==> src/rtl/seg7_display_pkg.sv <==
// Shared constants for the seven-segment display driver: active-low segment
// patterns {g,f,e,d,c,b,a}, the "all off" values and the scan phase type.
package seg7_pkg;

   localparam logic [6:0] SEG_0 = 7'h40;
   localparam logic [6:0] SEG_1 = 7'h79;
   localparam logic [6:0] SEG_2 = 7'h24;
   localparam logic [6:0] SEG_3 = 7'h30;
   localparam logic [6:0] SEG_4 = 7'h19;
   localparam logic [6:0] SEG_5 = 7'h12;
   localparam logic [6:0] SEG_6 = 7'h02;
   localparam logic [6:0] SEG_7 = 7'h78;
   localparam logic [6:0] SEG_8 = 7'h00;
   localparam logic [6:0] SEG_9 = 7'h10;
   localparam logic [6:0] SEG_A = 7'h08;
   localparam logic [6:0] SEG_B = 7'h03;
   localparam logic [6:0] SEG_C = 7'h46;
   localparam logic [6:0] SEG_D = 7'h21;
   localparam logic [6:0] SEG_E = 7'h06;
   localparam logic [6:0] SEG_F = 7'h0E;

   localparam logic [6:0] SEG_OFF = 7'h7F;
   localparam logic [7:0] AN_OFF  = 8'hFF;

   typedef enum logic {
      DEAD = 1'b0,
      SHOW = 1'b1
   } phase_e;

endpackage

==> src/rtl/seg7_display_decode.sv <==
// Hex nibble to active-low seven-segment pattern, purely combinational.
module seg7_decode
   import seg7_pkg::*;
(
   input  logic [3:0] nibble,
   output logic [6:0] seg
);

   always_comb begin
      seg = SEG_OFF;
      unique case (nibble)
         4'h0: seg = SEG_0;
         4'h1: seg = SEG_1;
         4'h2: seg = SEG_2;
         4'h3: seg = SEG_3;
         4'h4: seg = SEG_4;
         4'h5: seg = SEG_5;
         4'h6: seg = SEG_6;
         4'h7: seg = SEG_7;
         4'h8: seg = SEG_8;
         4'h9: seg = SEG_9;
         4'hA: seg = SEG_A;
         4'hB: seg = SEG_B;
         4'hC: seg = SEG_C;
         4'hD: seg = SEG_D;
         4'hE: seg = SEG_E;
         4'hF: seg = SEG_F;
      endcase
   end

endmodule

==> src/rtl/seg7_display.sv <==
// Eight-digit multiplexed hex display driver: frame-aligned snapshot of the
// core data bus, scan prescaler, anti-ghosting dead time, registered outputs.
module seg7_display
   import seg7_pkg::*;
#(
   parameter int unsigned DIGITS   = 8,
   parameter int unsigned SCAN_DIV = 100000,
   parameter int unsigned DEAD_CYC = 16
) (
   input  logic        clk,
   input  logic        rst_n,
   input  logic [31:0] data_i,
   input  logic        hold_i,
   input  logic        blank_i,
   input  logic [7:0]  dp_mask_i,
   output logic [7:0]  an_o,
   output logic [6:0]  seg_o,
   output logic        dp_o
);

   localparam int unsigned CNT_W     = $clog2(SCAN_DIV);
   localparam int unsigned DEAD_W    = (DEAD_CYC > 1) ? $clog2(DEAD_CYC) : 1;
   localparam int unsigned DEAD_LOAD = (DEAD_CYC == 0) ? 0 : DEAD_CYC - 1;
   localparam logic [2:0]  IDX_LAST  = 3'(DIGITS - 1);

   logic [CNT_W-1:0]  cnt_q;
   logic [2:0]        idx_q, idx_d;
   logic [DEAD_W-1:0] dead_q, dead_d;
   phase_e            phase_q, phase_d;
   logic [31:0]       shown_q, shown_d;
   logic              tick;
   logic [3:0]        nibble;
   logic [6:0]        dec_seg;
   logic              blank_dig;

   assign tick = (cnt_q == CNT_W'(SCAN_DIV - 1));

   // Outputs are registered from next-state values so that the pins follow
   // the phase in the same cycle it is entered. The dead counter is therefore
   // loaded one short, keeping DEAD visible for max(DEAD_CYC,1) cycles.
   always_comb begin
      idx_d   = idx_q;
      dead_d  = dead_q;
      phase_d = phase_q;
      shown_d = shown_q;
      if (tick) begin
         idx_d   = (idx_q == IDX_LAST) ? '0 : idx_q + 3'd1;
         phase_d = DEAD;
         dead_d  = DEAD_W'(DEAD_LOAD);
         if (idx_q == IDX_LAST && !hold_i)
            shown_d = data_i;
      end else if (phase_q == DEAD) begin
         if (dead_q == '0)
            phase_d = SHOW;
         else
            dead_d = dead_q - 1'b1;
      end
   end

   assign nibble    = shown_d[{idx_d, 2'b00} +: 4];
   assign blank_dig = blank_i && (idx_d != '0) && ((shown_d >> {idx_d, 2'b00}) == '0);

   seg7_decode u_decode (
      .nibble (nibble),
      .seg    (dec_seg)
   );

   always_ff @(posedge clk or negedge rst_n) begin
      if (!rst_n) begin
         cnt_q   <= '0;
         idx_q   <= IDX_LAST;
         dead_q  <= DEAD_W'(DEAD_LOAD);
         phase_q <= DEAD;
         shown_q <= '0;
         an_o    <= AN_OFF;
         seg_o   <= SEG_OFF;
         dp_o    <= 1'b1;
      end else begin
         cnt_q   <= tick ? '0 : cnt_q + 1'b1;
         idx_q   <= idx_d;
         dead_q  <= dead_d;
         phase_q <= phase_d;
         shown_q <= shown_d;
         if (phase_d == SHOW) begin
            an_o  <= ~(8'd1 << idx_d);
            seg_o <= blank_dig ? SEG_OFF : dec_seg;
            dp_o  <= ~dp_mask_i[idx_d];
         end else begin
            an_o  <= AN_OFF;
            seg_o <= SEG_OFF;
            dp_o  <= 1'b1;
         end
      end
   end

endmodule

==> config.mk <==
export PLATFORM = sky130hd
export DESIGN_NAME = seg7_display
export DESIGN_NICKNAME = d
export VERILOG_FILES = /design/src/rtl/seg7_display_pkg.sv /design/src/rtl/seg7_display_decode.sv /design/src/rtl/seg7_display.sv
export SDC_FILE = /design/constraint.sdc
export NUM_CORES = 1
export LEC_CHECK = 0
export BUFFER_PORTS_ARGS = -buffer_cell sky130_fd_sc_hd__buf_2
export CORE_AREA = 2 2 120 122
export CTS_BUF_LIST = sky130_fd_sc_hd__clkbuf_2
export CTS_CLUSTER_DIAMETER = 200
export DETAILED_ROUTE_END_ITERATION = 8
export DIE_AREA = 0 0 122 124
export PLACE_DENSITY_LB_ADDON = 0.3
export SLEW_MARGIN = 10
export SYNTH_ARGS = -nofsm -noshare
export SYNTH_HDL_FRONTEND = slang
export SYNTH_SLANG_ARGS = --single-unit
export TNS_END_PERCENT = 100
==> constraint.sdc <==
create_clock -name clk -period 4.8 [get_ports clk]
set_input_delay 0.72 -clock clk [delete_from_list [all_inputs] [get_ports clk]]
set_output_delay 0.72 -clock clk [all_outputs]
set_load 0.05 [all_outputs]
* Word-level counts from Yosys, hierarchy flattened *
Memories as Yosys holds them, arrays and structs flattened.
Index checks and enable logic that the tools add are counted.

operators by class
  $add $sub $neg = 3
  reduce and logical (&&, ||, !) cells = 8
  magnitude comparators = 1
  bitwise logic cells = 2
  multiply operators = 0
  shifts and indexed selects = 3
  mux-type cells = 17
  equality and inequality tests = 4
  div/mod/pow operators = 0

operators with widths
  kind                   number
  $mux 32                2
  $logic_not 32->1       1
  $shiftx 32x6->4        1
  $shr 32x5->32          1
  $add 17x1->17 const B  1
  $eq 17x17->1 const B   1
  $mux 17                1
  $mux 7                 2
  $mux 4                 3
  $mux 8                 1
  $not 8->8              1
  $shl 1x3->8 const A    1
  $mux 3                 2
  $mux 1                 5
  $logic_not 4->1        1
  $lt 3x4->1 const B     1
  $sub 4x1->4 const B    1
  $add 3x1->3 const B    1
  $bmux 1 s3             1
  $eq 3x3->1 const B     1
  $logic_and 1x1->1      3
  $reduce_bool 3->1      1
  $ne 2x1->1 const B     1
  $ne 2x2->1 const B     1
  other kinds (3)        3

word-level totals
  bits in read-only memories = 112
  output and inout port bits = 16
  bits in latches = 0
  memories = 1
  memory bits (writable) = 0
  input port bits = 44
  logic and storage cells = 47
  register bits = 73

memory list
  name              words  bits a word  rd ports  clocked after Yosys merged registers in  wr ports  line                       source
  (name not given)  16     7            1         0                                        0         seg7_display_decode.sv:11  unique case (nibble)

* Longest topological paths before layout *
Gate-level depths: netlist (run 1).

  word-level depth = 9
  depth in mapped cells = 18
  gate-level depth less buffers = 15

* Cells and area by module *
Synthesis (run 1) repeated with hierarchy kept, for this count alone.

unflattened totals
  cell total of the unflattened synthesis = 562
  area total of the unflattened synthesis = 4544.4 um2

by module, submodules not included
  module        cells an instance  area each (um2)  sequential area each (um2)  times used
  seg7_display  529                4270.3           1855.5                      1
  seg7_decode   33                 274.0            0.0                         1

* Worst setup path after synthesis (run 1) *
No wires, ideal clock.

  kind = flip-flop to flip-flop
  start = reg idx_q[0]
  end = reg seg_o[4]
  buffers on the path = 2
  setup time = 84 ps
  period minus slack after synthesis = 3419 ps
  required time = 4716 ps
  stages on the path, launching flop included = 16
  path slack = 1381 ps
  data arrival time = 3335 ps
  path through = dfstp_2 > ha_1 > ha_1 > clkbuf_1 > nor2b_1 > clkbuf_1 > nand2_1 > o31a_1 > a22oi_1 > mux2_2 > mux2_2 > ha_1 > o2111ai_1 > nor4_1 > o2111ai_2 > o2111ai_1

between the ends
  cells in the longest elaborated chain, start to end = 9
  elaborated cells on any way between the ends = 16
  classes of those cells = add/sub: 1; eq/ne: 1; shift: 2; mux: 6; reduce/logical: 5; memory: 1

ends and longest elaborated chain
  what                                                  line                source
  start, declared                                       seg7_display.sv:27  logic [2:0] idx_q, idx_d;
  start signal, assigned                                seg7_display.sv:80  idx_q <= idx_d;
  branches (longest 7 deep; another with $mem_v2 16x7)  n/a
  $mux 7 *                                              seg7_display.sv:86  seg_o <= blank_dig ? SEG_OFF : dec_seg;
  $mux 7 *                                              seg7_display.sv:84  if (phase_d == SHOW) begin
  end signal, assigned                                  seg7_display.sv:86
  end, declared                                         seg7_display.sv:17  output logic [6:0] seg_o,

Mark *: on every way between the ends.
A chain may end at the register's enable or synchronous reset.

* Worst setup path after layout (run 1) *
  start = reg cnt_q[0]
  end = reg seg_o[5]

between the ends
  cells in the longest elaborated chain, start to end = 7
  elaborated cells on any way between the ends = 13
  classes of those cells = eq/ne: 1; shift: 2; mux: 5; reduce/logical: 4; memory: 1

ends and longest elaborated chain
  what                                                  line                source
  start, declared                                       seg7_display.sv:26  logic [CNT_W-1:0] cnt_q;
  start signal, assigned                                seg7_display.sv:79  cnt_q <= tick ? '0 : cnt_q + 1'b1;
  $eq 17x17->1 *                                        seg7_display.sv:36  assign tick = (cnt_q == CNT_W'(SCAN_DIV - 1));
  branches (longest 5 deep; another with $mem_v2 16x7)  n/a
  $mux 7 *                                              seg7_display.sv:84

Marked as above.

==> flow_summary.toml, run 1 <==
[setup_path]
cp-startpoint = "cnt_q[0]$_DFF_PN0_"
r2r_start = "cnt_q[0]$_DFF_PN0_"
cpLargestDelayFamily = "simple AND/OR/NAND/NOR gates"
crit_slowest_cell = "a2bb2oi_1"
crit_required_ns = 5.26
path_common_cell = "and4_4"
critPathKind = "reg -> reg"
crit_arrival_ns = 4.68
cp_cell_sequence = "ha_1, and4_4, and4_4, mux2i_1, buf_4, inv_1, nor2_1, nand3b_1, a2bb2oi_1, mux2_2, a21oi_1, nand3_1"
cp-start-kind = "flop"
cp_max_fo = 31
end_kind = "flop"
path_buf_inv = 2
cpPeakStageDelay_ns = 0.86

[sta]
setup_violations = 0
rsz0062_at_grt = "false"
layout_min_cycle_time_ns = 4.22
max_freq_mhz = 237
relSlewSlack = 0.277
fin_tns_setup_ns = 0
fin_crit_sh = 0.880
skew_ns = 0.0417
slew_viol_final = 0
tightestPinTransition_ns = 1.08
holdWs_ns = 0.284
hold_violations = 0

[final_layout]
diodes = 0
syn_to_final_growth_pct = 11.4
multi_input_area_sq_mm = 0.00262
fillers = 1416
nets = 638
regArea_sq_mm = 0.00186
drive_gt1_frac = 0.243

[die]
core_area_sq_mm = 0.0137
initial_core_util = 0.343
pin_count = 60
die_h_um = 124
fp.dieW_um = 122
rows = 43
die_area_sq_mm = 0.0151

[pwr]
pwr-share-comb = 0.045
p_sw_w = 0.000254
sw_frac_of_total = 0.251
pwr-share-clk = 0.344
p_leak_nw = 2.39
power_density_mw_per_mm2 = 193
p_seq_frac = 0.611
p_int_w = 0.000758
vdd_ir_drop_max_v = 0.000149

[synthesis]
synthCells = 537
async_reset_ff_frac = 1.00
synth_edf_count = 0
synth-seq-cells = 73
yosysSeqAreaShare = 0.394
syn_avg_cell_area_sq_um = 8.77
ys_dominant_reg_cell = "dfrtp_1"
syn-num-nets = 591
syn-cell-area_sq_mm = 0.00471
ys_types = 71
synth_warnings = 0

[grt]
antenna_found_initial = 0
grt.total_usage = 0.186
grt_start_max_net_pins = 48
overflow = 0
grt_pass1_wl_um = 21600
first_global_vias = 4016

[cts]
cts_resized = 0
cts_tree = "built"
clock-root-buffer = "clkbuf_2"
cts_buffers = 9
post-cts-setup-buffer-count = 0
clock-sinks = 73
cts.hold.buffers_added = 0
htreeDepth = 3
cts_buffer_depth = 2
clkLatencyLatePin_ns = 0.59
path_clk_slew_ns = 0.23

[detailed_routing]
ant_nets = 0
first_pass_iters = 5
wl_met1_um = 6020
post_drt_wl_per_cell_um = 17.4
drt_iter0_drc = 514
dr_wl_met2_um = 6220
route.met3.wl_um = 959
viasPerCell = 5.59
drc = 0
finalWirelength_um = 13400
top_layer = "met4"
vias = 4297

[hold_path]
hp-class = "in -> async"

[placement]
portBuffers = 59
hpwl_um = 9640
gp_congestion = 0.925

[outcome]
status = "finished clean"

[flow_run]
max-cap-violations = 0
[layout make-up]
cell class,instances,area share
inverters,10,0.00715
flip-flops and latches,73,0.353
clock buffers,12,0.0114
well taps,180,0.0429
multi-input cells,416,0.499
clock inverters,4,0.00882
repair buffers,74,0.0777
[state kept, by name, summed over array words and instances (netlist names)]
register	flops
shown_q	32
phase_q	1
dead_q	4
an_o	8
idx_q	3
cnt_q	17
dp_o	1
seg_o	7
[power groups by stage]
stage | sequential [W] | clock (W) | combinational [W]
2_1_floorplan | 0.000630 | 0 | 0.00000469
3_3_place_gp | 0.000628 | 0 | 0.0000460
3_5_place_dp | 0.000628 | 0 | 0.0000469
4_1_cts | 0.000618 | 0.000365 | 0.0000471
5_1_grt | 0.000618 | 0.000388 | 0.0000511
6_report | 0.000618 | 0.000348 | 0.0000455
[cell usage after synthesis, drive strengths merged (3+ instances only)]
cell type  instances  area [sq um]
nand2            110           413
dfrtp             50          1250
nor2              37           141
nand3             27           135
dfstp             23           604
nor3              21           105
o21ai             21           105
buf               19           133
clkbuf            19          71.3
mux2              16           180
a21oi             14          70.1
mux2i             13           146
a211oi            10          80.1
ha                10           125
inv               10          37.5
nand4             10          62.6
nor2b             10          62.6
nand2b             8          50.1
xnor2              8          70.1
and3               7          43.8
xor2               7          61.3
o22ai              6          37.5
a211o              5          43.8
a22oi              5          37.5
a31oi              5          31.3
or3                5          31.3
and4               4          40.0
nor4               4          25.0
o211ai             4          30.0
a2111oi            3          45.1
a311oi             3          26.3
o2111ai            3          32.5
o21bai             3          22.5
o311ai             3          26.3
[metrics by stage]
step	area (sq um)	power (W)	cells	utilization	worst slack [ns]
global route	5250	0.00106	769	0.383	0.294
floorplan	4710	0.000634	537	-	1.38
detailed placement	5140	0.000675	753	0.375	0.713
finish	5250	0.00101	769	0.383	0.575
CTS	5250	0.00103	769	0.383	0.623
global placement	5140	0.000674	753	0.375	0.881
[logic make-up after synthesis]
family	Yosys count	synth area share
and+or+nand+nor	256	0.264
AOI/OAI and AO/OA	105	0.162
DFF	73	0.394
buffers and inverters	48	0.0512
muxes	30	0.0741
xor gates and xnor gates	15	0.0279
adders and majority gates	10	0.0266
[final timing paths]
kind	end	slack [ns]	cells past startpoint
max	seg_o[5]$_DFF_PN1_	0.58	12
min	shown_q[27]$_DFF_PN0_	0.28	1
max reg2reg	seg_o[5]$_DFF_PN1_	0.58	12
min reg2reg	cnt_q[0]$_DFF_PN0_	0.50	1
max in group asynchronous	seg_o[1]$_DFF_PN1_	3.47	2
min in group clk	shown_q[6]$_DFF_PN0_	0.34	3
[cell usage in the layout, fill, tap and decap left out, types with 5 or more instances in the layout]
| cell | count |
|---|---|
| nor2b_1 | 10 |
| o22ai_1 | 6 |
| nand3_1 | 27 |
| inv_1 | 8 |
| a21oi_1 | 14 |
| nor3_1 | 21 |
| nand4_1 | 10 |
| a211oi_1 | 9 |
| mux2_2 | 15 |
| nand2_1 | 110 |
| dfrtp_1 | 50 |
| mux2i_1 | 11 |
| clkbuf_2 | 12 |
| o21ai_0 | 21 |
| xor2_1 | 7 |
| a31oi_1 | 5 |
| buf_2 | 59 |
| buf_4 | 15 |
| a211o_1 | 5 |
| dfstp_2 | 23 |
| a22oi_1 | 5 |
| or3_1 | 5 |
| nor2_1 | 35 |
| nand2b_1 | 8 |
| xnor2_1 | 8 |
| and3_1 | 7 |
| ha_1 | 10 |
[routing by layer]
layer	track usage	vias up
li1	-	2023
met1	0.253	2086
met2	0.293	170
met3	0.0481	18
met4	0.0496	0
met5	0	-
No activity file was read; power rests on OpenSTA's default activity.
==> run 2: changes to the inputs <==
==> constraint.sdc (replaced) <==
create_clock -name clk -period 4 [get_ports clk]
set_input_delay 0.6 -clock clk [delete_from_list [all_inputs] [get_ports clk]]
set_output_delay 0.6 -clock clk [all_outputs]
set_load 0.05 [all_outputs]
==> run 2 against run 1 <==
Net effect: cell area grew 3.0%; clock power grew 42%; clock skew fell by 0.020 ns; non-clock buffer count is 7 higher; cell count rose by 1.0%; setup slack worse by 0.27 ns; power up 28%; sequential cell count is the same; critical endpoint unchanged; largest cell class unchanged; largest power group unchanged; highest routed layer is now met5.
==> flow_summary.toml, run 2 (synthesized netlist as in run 1, its figures left out) <==
[sta]
tightestPinTransition_ns = 0.863
max_freq_mhz = 270
slew_viol_final = 0
final.setup.worst_slack_ns = 0.301
setup_violations = 0
fin_tns_setup_ns = 0
skew_ns = 0.0220
rsz0062_at_grt = "false"
fin_crit_sh = 0.925
relSlewSlack = 0.423
layout_min_cycle_time_ns = 3.70
hold_violations = 0

[final_layout]
final_cell_mix = "nand2_1, buf_2, dfrtp_1"
final_common_cell = "nand2_1"
largest-register = "shown_q"
fin_cells = 777
drive_gt1_frac = 0.256
diodes = 0
nets = 646
syn_to_final_growth_pct = 14.7
post-route-util = 0.394
largestRegisters = "shown_q: 32 flops, cnt_q: 17 flops, an_o: 8 flops"
fillers = 1404
largest_register_ffs = 32

[detailed_routing]
ant_nets = 0
drc = 0
viasPerCell = 5.59
drt_iter0_drc = 430
vias = 4344
first_pass_iters = 5
post_drt_wl_per_cell_um = 17.3
finalWirelength_um = 13400

[setup_path]
cp_max_fo = 9
crit_slowest_cell = "dfrtp_1"
crit_arrival_ns = 4.19
end_kind = "flop"
crit_required_ns = 4.49
cp-start-kind = "flop"
cpPeakStageDelay_ns = 0.45
critPathKind = "reg -> reg"
cp_cell_sequence = "ha_1, and4_4, and4_4, buf_4, mux2_2, a211oi_1, a211oi_1, o21bai_1, mux2_2, ha_1, mux2_2, a21oi_1, nand3_1"
path_common_cell = "mux2_2"

[pwr]
p_int_w = 0.000967
p_seq_frac = 0.575
sw_frac_of_total = 0.250
vdd_ir_drop_max_v = 0.000151
p_leak_nw = 2.46
power.total_w = 0.00129
power_density_mw_per_mm2 = 239
pwr-share-clk = 0.384
pwr-share-comb = 0.042
p_sw_w = 0.000323

[cts]
clkLatencyLatePin_ns = 0.59
cts_buffers = 9
cts_buffer_depth = 2
path_clk_slew_ns = 0.22
clock-sinks = 73
htreeDepth = 3
cts_tree = "built"
clock-root-buffer = "clkbuf_2"

[die]
initial_core_util = 0.343
fp.dieW_um = 122
core_area_sq_mm = 0.0137
rows = 43
die_h_um = 124
pin_count = 60
die_area_sq_mm = 0.0151

[placement]
hpwl_um = 9750
placed_cells = 758
place_ws_ns = 0.141
portBuffers = 59
gp_congestion = 0.930

[grt]
first_global_vias = 4049
overflow = 0
grt.total_usage = 0.186
antenna_found_initial = 1
grt_start_max_net_pins = 39
grt_pass1_wl_um = 21700

[outcome]
status = "finished clean"

[flow_run]
max-cap-violations = 0

[hold_path]
hp-class = "in -> async"
-- run 2: changes by cell type in the layout (fill, tap and decap cells not counted), sizes merged --
cell      change
and4          +1
bufinv        +1
buf           +7
clkbuf        -3
clkinv        +3
clkinvlp      -1
-- run 2: power by group through the flow --
stage | clock [W] | sequential [W] | combinational (W)
after floorplan | 0 | 0.000755 | 0.00000563
after global placement | 0 | 0.000753 | 0.0000542
after detailed placement | 0 | 0.000753 | 0.0000555
after CTS | 0.000515 | 0.000742 | 0.0000556
after global routing | 0.000550 | 0.000742 | 0.0000606
final | 0.000495 | 0.000741 | 0.0000537
-- run 2: critical path, delay by kind of cell, from the launching register on --
kind,cells,cell delay (ns)
AO/OA/AOI/OAI,4,0.78
buffers and inverters,1,0.20
multiplexers,3,0.95
flip-flops,1,0.45
adder cells (fa/ha/maj),2,0.48
AND/OR/NAND/NOR,3,0.75
-- run 2: per-layer routing --
layer | global-route usage | part of all wire
met5 | 0 | 0.00074
met4 | 0.0603 | 0.022
met3 | 0.0495 | 0.082
met2 | 0.307 | 0.48
met1 | 0.237 | 0.42
-- run 2: stage by stage --
stage	hold WS, ns	cell area [sq um]
6_report	0.0684	5410
4_1_cts	0.0661	5360
2_1_floorplan	0.304	4710
3_3_place_gp	0.456	5220
3_5_place_dp	0.462	5220
5_1_grt	0.0640	5410
-- run 2: what timing repair did --
| action | 4_1_cts | 5_1_grt |
|---|---|---|
| setup buffers | 0 | 2 |
| setup endpoints to repair | 0 | 7 |
| hold buffers | 0 | 0 |
| gates resized for setup | 0 | 3 |
-- run 2: cell type report --
class / count / area, sq um / area share
multi-input combinational: 417 / 2650 / 0.490
timing repair buffer: 81 / 498 / 0.0921
sequential: 73 / 1860 / 0.343
clock buffer: 9 / 45.0 / 0.00833
tap: 180 / 225 / 0.0417
clock inverter: 7 / 95.1 / 0.0176
inverter: 10 / 37.5 / 0.00694
-- run 2: path summary, 6_finish.rpt --
check                                      from              endpoint  slack (ns)  depth (start not counted)
setup / recovery             cnt_q[0]$_DFF_PN0_    seg_o[5]$_DFF_PN1_        0.30                         13
setup reg to reg             cnt_q[0]$_DFF_PN0_    seg_o[5]$_DFF_PN1_        0.30                         13
hold reg to reg            shown_q[6]$_DFF_PN0_  shown_q[6]$_DFF_PN0_        0.50                          2
hold / removal                            rst_n    cnt_q[7]$_DFF_PN0_        0.07                          1
max in group asynchronous                 rst_n    seg_o[0]$_DFF_PN1_        2.89                          2
min in group clk                      data_i[6]  shown_q[6]$_DFF_PN0_        0.18                          3
